<file path="src/rtl/alu_issue.sv">
// Request FIFO and sequencer in front of a registered 1-cycle ALU.
// Requests are issued one at a time and answered strictly in order. Illegal select codes are answered directly, without using the ALU.
`timescale 1ns/1ps
module alu_issue #(
  parameter int DEPTH = 4,
  parameter int TAG_W = 4
) (
  input  logic              clk,
  input  logic              rst_n,
  input  logic              req_valid,
  output logic              req_ready,
  input  logic [31:0]       req_a,
  input  logic [31:0]       req_b,
  input  logic [4:0]        req_op,
  input  logic [TAG_W-1:0]  req_tag,
  output logic [31:0]       alu_a,
  output logic [31:0]       alu_b,
  output logic [4:0]        alu_sel,
  input  logic [31:0]       alu_out,
  input  logic              alu_complete,
  output logic              rsp_valid,
  input  logic              rsp_ready,
  output logic [31:0]       rsp_data,
  output logic              rsp_zero,
  output logic              rsp_err,
  output logic [TAG_W-1:0]  rsp_tag,
  output logic              busy,
  output logic [15:0]       ops_done
);

  localparam int PW = $clog2(DEPTH);
  localparam logic [PW:0] DEPTH_C = (PW+1)'(DEPTH);
  localparam logic [4:0]  OP_MAX  = 5'b10011;
  localparam logic [4:0]  OP_DIV  = 5'b00011;

  typedef enum logic [1:0] {IDLE, ISSUE, CAPTURE, RESP} state_t;

  typedef struct packed {
    logic [31:0]      a;
    logic [31:0]      b;
    logic [4:0]       op;
    logic [TAG_W-1:0] tag;
  } req_t;

  req_t             mem [DEPTH];
  logic [PW-1:0]    wr_ptr_reg, rd_ptr_reg;
  logic [PW:0]      count_reg;
  state_t           state_reg, state_next;

  logic [31:0]      alu_a_reg, alu_b_reg, rsp_data_reg;
  logic [4:0]       alu_sel_reg;
  logic             rsp_zero_reg, rsp_err_reg;
  logic [TAG_W-1:0] rsp_tag_reg;
  logic [15:0]      ops_done_reg;

  req_t head;
  logic fifo_ne, head_legal, push, pop, rsp_fire;

  assign head       = mem[rd_ptr_reg];
  assign fifo_ne    = (count_reg != '0);
  assign head_legal = (head.op <= OP_MAX);
  // Readiness depends on the registered count only, so a pop this cycle never frees space combinationally.
  assign req_ready  = rst_n && (count_reg < DEPTH_C);
  assign push       = req_valid && req_ready;
  assign rsp_fire   = (state_reg == RESP) && rsp_ready;

  always_comb begin
    state_next = state_reg;
    pop        = 1'b0;
    case (state_reg)
      IDLE: begin
        if (fifo_ne) begin
          pop        = 1'b1;
          state_next = head_legal ? ISSUE : RESP;
        end
      end
      ISSUE:   state_next = CAPTURE;
      CAPTURE: if (alu_complete) state_next = RESP;
      RESP: begin
        if (rsp_ready) begin
          if (fifo_ne) begin
            pop        = 1'b1;
            state_next = head_legal ? ISSUE : RESP;
          end else begin
            state_next = IDLE;
          end
        end
      end
      default: state_next = IDLE;
    endcase
  end

  always_ff @(posedge clk) begin
    if (push) mem[wr_ptr_reg] <= {req_a, req_b, req_op, req_tag};
  end

  always_ff @(posedge clk or negedge rst_n) begin
    if (!rst_n) begin
      state_reg    <= IDLE;
      wr_ptr_reg   <= '0;
      rd_ptr_reg   <= '0;
      count_reg    <= '0;
      alu_a_reg    <= '0;
      alu_b_reg    <= '0;
      alu_sel_reg  <= '0;
      rsp_data_reg <= '0;
      rsp_zero_reg <= 1'b0;
      rsp_err_reg  <= 1'b0;
      rsp_tag_reg  <= '0;
      ops_done_reg <= '0;
    end else begin
      state_reg <= state_next;
      if (push) wr_ptr_reg <= wr_ptr_reg + 1'b1;
      if (pop)  rd_ptr_reg <= rd_ptr_reg + 1'b1;
      count_reg <= count_reg + {{PW{1'b0}}, push} - {{PW{1'b0}}, pop};

      // Tag and error flag are settled at pop; they are not visible until RESP.
      if (pop) begin
        rsp_tag_reg <= head.tag;
        if (head_legal) begin
          alu_a_reg   <= head.a;
          alu_b_reg   <= head.b;
          alu_sel_reg <= head.op;
          rsp_err_reg <= (head.op == OP_DIV) && (head.b == '0);
        end else begin
          rsp_data_reg <= '0;
          rsp_zero_reg <= 1'b1;
          rsp_err_reg  <= 1'b1;
        end
      end

      // Zero is derived from the captured result; the ALU's own flag refers to the previous op.
      if ((state_reg == CAPTURE) && alu_complete) begin
        rsp_data_reg <= alu_out;
        rsp_zero_reg <= (alu_out == '0);
      end

      if (rsp_fire) ops_done_reg <= ops_done_reg + 16'd1;
    end
  end

  assign alu_a     = alu_a_reg;
  assign alu_b     = alu_b_reg;
  assign alu_sel   = alu_sel_reg;
  assign rsp_valid = (state_reg == RESP);
  assign rsp_data  = rsp_data_reg;
  assign rsp_zero  = rsp_zero_reg;
  assign rsp_err   = rsp_err_reg;
  assign rsp_tag   = rsp_tag_reg;
  assign ops_done  = ops_done_reg;
  assign busy      = (state_reg != IDLE) || fifo_ne;

endmodule

</file>
<file path="config.mk">
export PLATFORM = sky130hd
export DESIGN_NAME = alu_issue
export DESIGN_NICKNAME = d
export VERILOG_FILES = /design/src/rtl/alu_issue.sv
export SDC_FILE = /design/constraint.sdc
export NUM_CORES = 1
export LEC_CHECK = 0
export BUFFER_PORTS_ARGS = -buffer_cell sky130_fd_sc_hd__buf_2
export CORE_MARGIN = 4
export CORE_UTILIZATION = 50
export DETAILED_ROUTE_END_ITERATION = 16
export PLACE_DENSITY = 0.7
export SLEW_MARGIN = 20
export SYNTH_ARGS = -nofsm -noshare
export SYNTH_HDL_FRONTEND = slang
export SYNTH_SLANG_ARGS = --single-unit
</file>
<file path="constraint.sdc">
create_clock -name clk -period 7.89 [get_ports clk]
set_input_delay 1.1835 -clock clk [delete_from_list [all_inputs] [get_ports clk]]
set_output_delay 1.1835 -clock clk [all_outputs]
set_load 0.1 [all_outputs]
</file>
======== Yosys cells after proc, flatten, opt, wreduce, memory -nomap -nowiden ========
Memory sizes are Yosys's and may differ from the RTL's.
Index checks and enable logic that the tools add are counted.
cells by class
  add/subtract/negate cells ............... 5
  $lt $le $gt $ge ......................... 2
  eq/ne operators ......................... 8
  mux-type cells .......................... 18
  reduce and logical (&&, ||, !) cells .... 15
operator list
  kind                                                    number
  2-to-1 mux 32 bit                                       3
  zero test 32 bit                                        2
  adder 16 x 1 -> 16 bit (second input constant)          1
  2-to-1 mux 2 bit                                        5
  2-to-1 mux 1 bit                                        8
  one-hot mux 2 bit (4 select lines)                      1
  == test 5 x 2 -> 1 bit (second input constant)          1
  less-or-equal comparator 5 bit (second input constant)  1
  logical AND 1 bit                                       5
  adder 2 x 1 -> 2 bit (second input constant)            2
  == test 2 bit (second input constant)                   2
  inequality test 2 x 1 -> 1 bit (second input constant)  2
  inequality test 2 bit (second input constant)           2
  AND reduction 2 bit                                     2
  nonzero test 2 bit                                      2
  adder 3 x 1 -> 3 bit                                    1
  less-than comparator 3 bit (second input constant)      1
  AND reduction 3 bit                                     1
  nonzero test 3 bit                                      1
  subtractor 3 x 1 -> 3 bit                               1
  == test 2 x 1 -> 1 bit (second input constant)          1
  zero test 2 bit                                         1
  one-hot mux 1 bit (2 select lines)                      1
  logical OR 1 bit                                        1
word-level totals
  register bits ........................... 132
  memory bits (writable) .................. 292
  bits of input ports ..................... 110
  output and inout port bits .............. 126
  logic and storage cells ................. 61
  memories ................................ 1
memories
  name  depth  width  read ports  clocked after memory_dff  write ports  RTL line  text
  mem   4      73     1           0                         1            45        req_t mem [DEPTH];

======== Longest topological paths before layout ========
Gate-level depths: netlist (run 1).
  word-level depth ........................ 6
  gate-level depth with buffers ........... 13
  mapped depth without buffers ............ 12

======== Worst setup path before layout (run 1) ========
No wires, ideal clock.
  path kind ............................... in2reg
  start ................................... in rst_n
  end ..................................... mem mem[1][0] (netlist bit), enable pin
  library setup time ...................... 0.440 ns
  data arrival time ....................... 4.562 ns
  required time ........................... 7.450 ns
  path slack .............................. 2.888 ns
  stages .................................. 2
  path buffers ............................ 0
  cells stage by stage .................... nor2b_1 > and3_1
between the ends
  cells in the longest elaborated chain, start to end .. 4
ends and longest elaborated chain
  item                                    RTL line  text
  start, declared                         9         input logic rst_n,
  logical AND 1 bit                       63        assign req_ready = rst_n && (count_reg < DEPTH_C);
  logical AND 1 bit                       64        assign push = req_valid && req_ready;
  2-to-1 mux 1 bit                        94        if (push) mem[wr_ptr_reg] <= {req_a, req_b, req_op, req_tag};
  2-to-1 mux 1 bit (not written as such)  94
  end, declared                           45
No other way between the ends.

======== Worst setup path in the final report (run 1) ========
  start ................................... reg rd_ptr_reg[0]
  end ..................................... reg rsp_err_reg, in the netlist rsp_err
between the ends
  cells in the longest elaborated chain, start to end .. 4
  elaborated cells on any way between the ends .. 6
  classes of those cells .................. 1 x order compare; 1 x eq/ne; 1 x mux; 2 x reduce/logical; 1 x memory
ends and longest elaborated chain
  item                                                                                    RTL line  text
  start, declared                                                                         46        logic [PW-1:0] wr_ptr_reg, rd_ptr_reg;
  start signal, assigned                                                                  114       if (pop) rd_ptr_reg <= rd_ptr_reg + 1'b1;
  memory read (4 x 73 bit) (*)                                                            --
  parallel branches: the longest is 2 deep, another holds less-or-equal comparator 5 bit  --
  2-to-1 mux 1 bit (*)                                                                    120       if (head_legal) begin
  end signal, assigned                                                                    124       rsp_err_reg <= (head.op == OP_DIV) && (head.b == '0);
  end, declared                                                                           52        logic rsp_zero_reg, rsp_err_reg;
Mark *: on every way between the ends.
A chain may end at the register's enable or synchronous reset.

==> results.py, run 1 <==
metrics = {
    "status": {
        "status": "complete, no violations",
    },
    "route": {
        "wl_met2_um": 15900,
        "top_layer_used": "met5",
        "wl_per_cell_um": 22.1,
        "drt_iter0_markers": 331,
        "dr_wl_met3_um": 2810,
        "routed_wl_um": 32500,
        "final_antenna_net_count": 0,
        "drt-met1-wl_um": 12900,
        "drc_errors": 0,
        "via_per_inst": 5.50,
        "dr.pass1.iters": 6,
        "vias": 8076,
    },
    "grt": {
        "track_usage": 0.185,
        "grt-ovfl-total": 0,
        "grt_pass1_vias": 8670,
        "grt_max_degree": 70,
        "antenna_found_initial": 10,
        "grt_pass1_wl_um": 50200,
    },
    "worst_setup_path": {
        "crit_path_start": "rd_ptr_reg[0]",
        "r2r-start": "rd_ptr_reg[0]",
        "required_ns": 8.35,
        "reg2reg_to": "rsp_err",
        "path_cells": "buf_4 -> mux4_1 -> nor4b_1 -> nand4_1 -> or4_1 -> o21ai_1",
        "rr_worst_depth": 6,
        "cp-end-kind": "register",
        "cp_slowest_cell": "dfrtp_4",
        "critPathKind": "register to register",
        "reg2reg_setup_slack_ns": 4.26,
        "crit_path_end": "rsp_err",
        "critical-path-max-stage-delay_ns": 0.83,
        "crit_fanout": 44,
        "startpoint_type": "register",
        "cp_data_arrival_time_ns": 4.10,
    },
    "timing": {
        "min_period_over_period": 0.461,
        "clock_skew_ns": 0.0192,
        "slew_viol_final": 0,
        "slew_headroom": 0.295,
        "rsz0062_at_grt": "no",
        "final-hold-violation-count": 0,
        "setup_viol": 0,
        "worst_pin_slew_ns": 1.06,
        "post-route-min-period_ns": 3.63,
        "fmax_ghz": 0.275,
        "tns_ns": 0,
        "timing.hold.ws_ns": 0.467,
    },
    "logic_synthesis": {
        "syn-num-nets": 891,
        "synth_async_sr_flop_share": 0.311,
        "syn_area_um2": 15900,
        "seq_area_frac_synth": 0.759,
        "yosys_register_bits": 424,
        "synth_warnings": 0,
        "synth_cell_type_count": 41,
        "synth_edf_count": 292,
        "netlist_instances": 769,
        "ys.flop_type": "edfxtp_1",
        "syn_area_per_cell_um2": 20.7,
    },
    "worst_hold_path": {
        "hold_class": "register to register",
    },
    "clock_network": {
        "cts_resized": 0,
        "post-cts-setup-buffers": 0,
        "root_buffer": "clkbuf_16",
        "clkLatencyLatePin_ns": 0.55,
        "htree_levels": 2,
        "clk_pin_slew_worst_paths_ns": 0.06,
        "cts-buffers-inserted": 44,
        "cts_tree": "done",
        "ctsHoldBuffers": 0,
        "cts_buffer_depth": 3,
        "cts_num_sinks": 424,
    },
    "placement": {
        "dp_hpwl_um": 20400,
        "finalWeightedCongestion": 0.866,
        "port_buffers": 235,
    },
    "finish": {
        "final_common_cell": "edfxtp_1",
        "syn_to_final_growth_pct": 19.9,
        "final_cell_mix": "edfxtp_1 (292), buf_2 (234), dfrtp_1 (130), mux2_2 (60), mux4_2 (56)",
        "layout-drive-gt1-share": 0.409,
        "finish.utilization": 0.606,
        "largest_register_ffs": 292,
        "fin_nets": 1150,
        "top_register": "mem",
        "fillCellCount": 2306,
    },
    "die": {
        "die_area_um2": 34700,
        "die_w_um": 186,
        "num_rows": 65,
        "die_h_um": 186,
        "initial_core_util": 0.505,
        "io_pins": 236,
        "core_um2": 31500,
    },
    "flow_run": {
        "drv_cap": 0,
    },
}
## layout make-up
| type | count | area [um^2] | area share |
|---|---|---|---|
| clock inverter | 20 | 290 | 0.0152 |
| tap | 402 | 503 | 0.0264 |
| antenna | 2 | 5.00 | 0.000263 |
| timing repair buffer | 244 | 1250 | 0.0656 |
| sequential | 424 | 12100 | 0.634 |
| clock buffer | 62 | 1240 | 0.0650 |
| multi-input combinational | 300 | 3640 | 0.191 |
| inverter | 14 | 52.6 | 0.00276 |
## per-layer routing
metal  GRT usage  vias up
met4      0.0501       16
met5           0        -
met2       0.312      255
met1       0.228     4116
li1            -     3619
met3      0.0700       70
## cell families after synthesis
kind of cell / Yosys count / share of synthesized area
AO/OA/AOI/OAI: 47 / 0.0235
buffers and inverters: 45 / 0.0139
AND/OR/NAND/NOR: 79 / 0.0261
multiplexers: 142 / 0.156
flip-flops: 424 / 0.759
XOR/XNOR: 20 / 0.0110
adder cells (fa/ha/maj): 12 / 0.00992
## worst max-delay path, delay by kind of cell, from the launching register on
kind,cells,cell delay [ns]
simple gates,3,1.07
mux,1,0.68
flops,1,0.83
compound gates,1,0.12
buf+inv,1,0.81
## how the worst min path moves through the flow
| stage | startpoint | endpoint | cells past startpoint |
|---|---|---|---|
| final | ops_done[15] | ops_done[15] | 1 |
| after global routing | ops_done[15] | ops_done[15] | 1 |
| after CTS | ops_done[15] | ops_done[15] | 1 |
| after detailed placement | rsp_tag[2] | rsp_tag[2] | 2 |
| after global placement | ops_done[15] | ops_done[15] | 1 |
| after floorplan | count_reg[0] | count_reg[0] | 1 |
## cell usage after synthesis (all sizes together) (2+ instances only)
master  count  area (um^2)
mux4       73         1710
ha         11          138
buf        22          134
inv        13         48.8
nand2      25         93.8
nor4b       2         17.5
clkbuf      9         33.8
a22o       32          280
nand4       6         37.5
nand3       6         30.0
dfrtp     132         3300
and3        7         43.8
or3         2         12.5
or4         2         15.0
mux2       69          777
xnor2      15          131
and2        3         18.8
nor2        9         33.8
edfxtp    292         8770
nor4       14         93.8
a21oi       3         15.0
xor2        5         43.8
o21ai       7         35.0
## through the flow
stage / setup WS [ns] / area (um^2) / instances
3_5_place_dp: 4.19 / 17500 / 1384
4_1_cts: 4.15 / 19100 / 1466
2_1_floorplan: 2.89 / 15900 / 769
3_3_place_gp: 4.17 / 17500 / 1384
6_report: 4.26 / 19100 / 1468
5_1_grt: 3.94 / 19100 / 1468
Power of run 1 is not shown: default switching activity piles up to over one toggle a cycle in this logic, so the estimate is an artifact.
==> inputs of run 2 (changes only) <==
--- a/config.mk
+++ b/config.mk
@@ -5,6 +5,7 @@
 export SDC_FILE = /design/constraint.sdc
 export NUM_CORES = 1
 export LEC_CHECK = 0
+export ABC_AREA = 1
 export BUFFER_PORTS_ARGS = -buffer_cell sky130_fd_sc_hd__buf_2
 export CORE_MARGIN = 4
 export CORE_UTILIZATION = 50
==> constraint.sdc (replaced) <==
create_clock -name clk -period 3.37 [get_ports clk]
set_input_delay 0.5055 -clock clk [delete_from_list [all_inputs] [get_ports clk]]
set_output_delay 0.5055 -clock clk [all_outputs]
set_load 0.1 [all_outputs]
==> run 2 against run 1 <==
  * Worst hold slack got worse by 0.27 ns
  * Critical path depth rose by 5
  * First-iteration DRC count is 59% higher
  * Non-clock buffer count rose by 14
==> results.py, run 2 <==
metrics = {
    "clock_network": {
        "cts_tree": "done",
        "cts-buffers-inserted": 44,
        "cts_num_sinks": 424,
        "cts_buffer_depth": 3,
        "htree_levels": 2,
        "root_buffer": "clkbuf_16",
        "clk_pin_slew_worst_paths_ns": 0.06,
        "clkLatencyLatePin_ns": 0.53,
    },
    "route": {
        "via_per_inst": 5.22,
        "drc_errors": 0,
        "routed_wl_um": 37800,
        "wl_per_cell_um": 18.0,
        "final_antenna_net_count": 0,
        "dr.pass1.iters": 5,
        "vias": 10979,
        "drt_iter0_markers": 527,
    },
    "logic_synthesis": {
        "seq_area_frac_synth": 0.732,
        "synth_cell_type_count": 33,
        "synth_async_sr_flop_share": 0.311,
        "synth_warnings": 0,
        "yosysTopAreaCell": "edfxtp_1",
        "syn-num-nets": 1511,
        "netlist_instances": 1389,
        "synthTopCellsByCount": "nand2_1 (330), edfxtp_1 (292), nor2_1 (197)",
        "synthDominantCellAreaShare": 0.532,
        "syn_area_um2": 16500,
        "synth_area_leaders": "edfxtp_1 (53%), dfrtp_1 (20%), nand2_1 (7.5%), nor2_1 (4.5%), nand3_1 (3.2%)",
        "yosysMostFrequentCell": "nand2_1",
        "synth_edf_count": 292,
        "ys.flop_type": "edfxtp_1",
        "yosys_register_bits": 424,
        "syn_area_per_cell_um2": 11.9,
    },
    "grt": {
        "grt_pass1_wl_um": 58800,
        "antenna_found_initial": 9,
        "grt_pass1_vias": 10841,
        "grt-ovfl-total": 0,
        "grt_max_degree": 96,
        "track_usage": 0.206,
    },
    "timing": {
        "worst_pin_slew_ns": 1.07,
        "min_period_over_period": 0.816,
        "clock_skew_ns": 0.0107,
        "final-hold-violation-count": 0,
        "slew_headroom": 0.287,
        "post-route-min-period_ns": 2.75,
        "slew_viol_final": 0,
        "rsz0062_at_grt": "no",
        "setup_viol": 0,
        "fmax_ghz": 0.364,
        "tns_ns": 0,
    },
    "die": {
        "core_um2": 32500,
        "io_pins": 236,
        "die_w_um": 190,
        "die_area_um2": 35900,
        "initial_core_util": 0.507,
        "num_rows": 66,
        "die_h_um": 190,
    },
    "flow_run": {
        "drv_cap": 0,
    },
    "finish": {
        "fin_nets": 1744,
        "multi_input_area_um2": 3950,
        "layout-drive-gt1-share": 0.207,
        "layout.area.seq_um2": 12100,
        "fillCellCount": 2664,
        "final_common_cell": "nand2_1",
        "top_register": "mem",
        "syn_to_final_growth_pct": 18.8,
        "largest_register_ffs": 292,
        "final_cell_mix": "nand2_1 (330), edfxtp_1 (292), buf_2 (234), nor2_1 (192), dfrtp_1 (130)",
    },
    "worst_setup_path": {
        "cp-end-kind": "register",
        "startpoint_type": "register",
        "critPathKind": "register to register",
        "crit_fanout": 69,
        "required_ns": 3.76,
        "cp_data_arrival_time_ns": 3.14,
    },
    "worst_hold_path": {
        "hold_class": "primary input to register",
    },
    "status": {
        "status": "complete, no violations",
    },
    "placement": {
        "finalWeightedCongestion": 0.791,
        "port_buffers": 235,
        "dp_hpwl_um": 23300,
    },
}
-- run 2: changes by cell type in the layout (fill, tap and decap cells not counted), sizes merged, moves of 13 or more --
| cell | delta |
|---|---|
| buf | +13 |
| mux4 | -73 |
| nand2 | +307 |
| mux2 | -69 |
| nor2 | +188 |
| a22o | -32 |
| inv | +26 |
| a31oi | +35 |
| o21ai | +109 |
| nand3 | +101 |
-- run 2: area by class of cell --
type / count / share of cell area
Antenna cell: 4 / 0.000511
Inverter: 40 / 0.00786
Clock inverter: 18 / 0.00997
Clock buffer: 62 / 0.0638
Multi-Input combinational cell: 854 / 0.202
Tap cell: 442 / 0.0282
Sequential cell: 424 / 0.617
Timing Repair Buffer: 258 / 0.0712
-- run 2: critical path: stages, from the launching register on --
cell and delay, ns:
dfrtp_4 0.43, buf_4 0.59, nand2_1 0.12, nand3_1 0.12, nand2_1 0.08, nand2_1 0.15, nand2_2 0.11, nand2_4 0.08
clkinv_2 0.37, buf_4 0.35, nor2_1 0.13, a31oi_1 0.07
-- run 2: per-stage QoR --
stage          setup WS (ns)  instance area, um^2  std cells  utilization  hold slack (ns)
2_1_floorplan          0.120                16500       1389            -            0.210
6_report               0.620                19600       2102        0.602            0.193
4_1_cts                0.589                19600       2098        0.602            0.171
3_5_place_dp           0.671                18100       2017        0.557            0.408
3_3_place_gp           0.723                18100       2017        0.557            0.402
5_1_grt                0.379                19600       2100        0.602            0.175
-- run 2: cell families (layout without fill, tap and decap cells) --
kind of cell             count (synthesis)  after routing  synth area share
AO/OA/AOI/OAI                          165            165            0.0544
buffers and inverters                  111            378            0.0304
other                                    0              4                 0
flip-flops                             424            424             0.732
AND/OR/NAND/NOR                        657            657             0.163
XOR/XNOR                                20             20            0.0106
adder cells (fa/ha/maj)                 12             12           0.00956
-- run 2: path summary, 6_finish.rpt --
check	start	to	slack [ns]	depth (start not counted)
min in group asynchronous	rst_n	ops_done[12]	0.43	2
max in group asynchronous	rst_n	alu_a[23]	1.85	3
min	req_tag[2]	mem[3][2]	0.19	1
max reg2reg	rd_ptr_reg[0]	alu_a[23]	0.62	11
min reg2reg	ops_done[15]	ops_done[15]	0.46	1
max	rd_ptr_reg[0]	alu_a[23]	0.62	11
-- run 2: what timing repair did --
action                                 in CTS  in global routing
gates resized for setup                     0                  0
buffers inserted                            0                  0
hold buffers                                1                  0
endpoints found under the hold margin      28                  0
-- run 2: layer usage --
| layer | vias to the layer above | part of all wire | GRT usage |
|---|---|---|---|
| met4 | 14 | 0.027 | 0.0632 |
| met5 | - | 0.0022 | 0 |
| met3 | 76 | 0.066 | 0.0472 |
| met1 | 5288 | 0.41 | 0.263 |
| met2 | 341 | 0.49 | 0.355 |
| li1 | 5260 | - | - |
Power of run 2 is left out for the same reason.
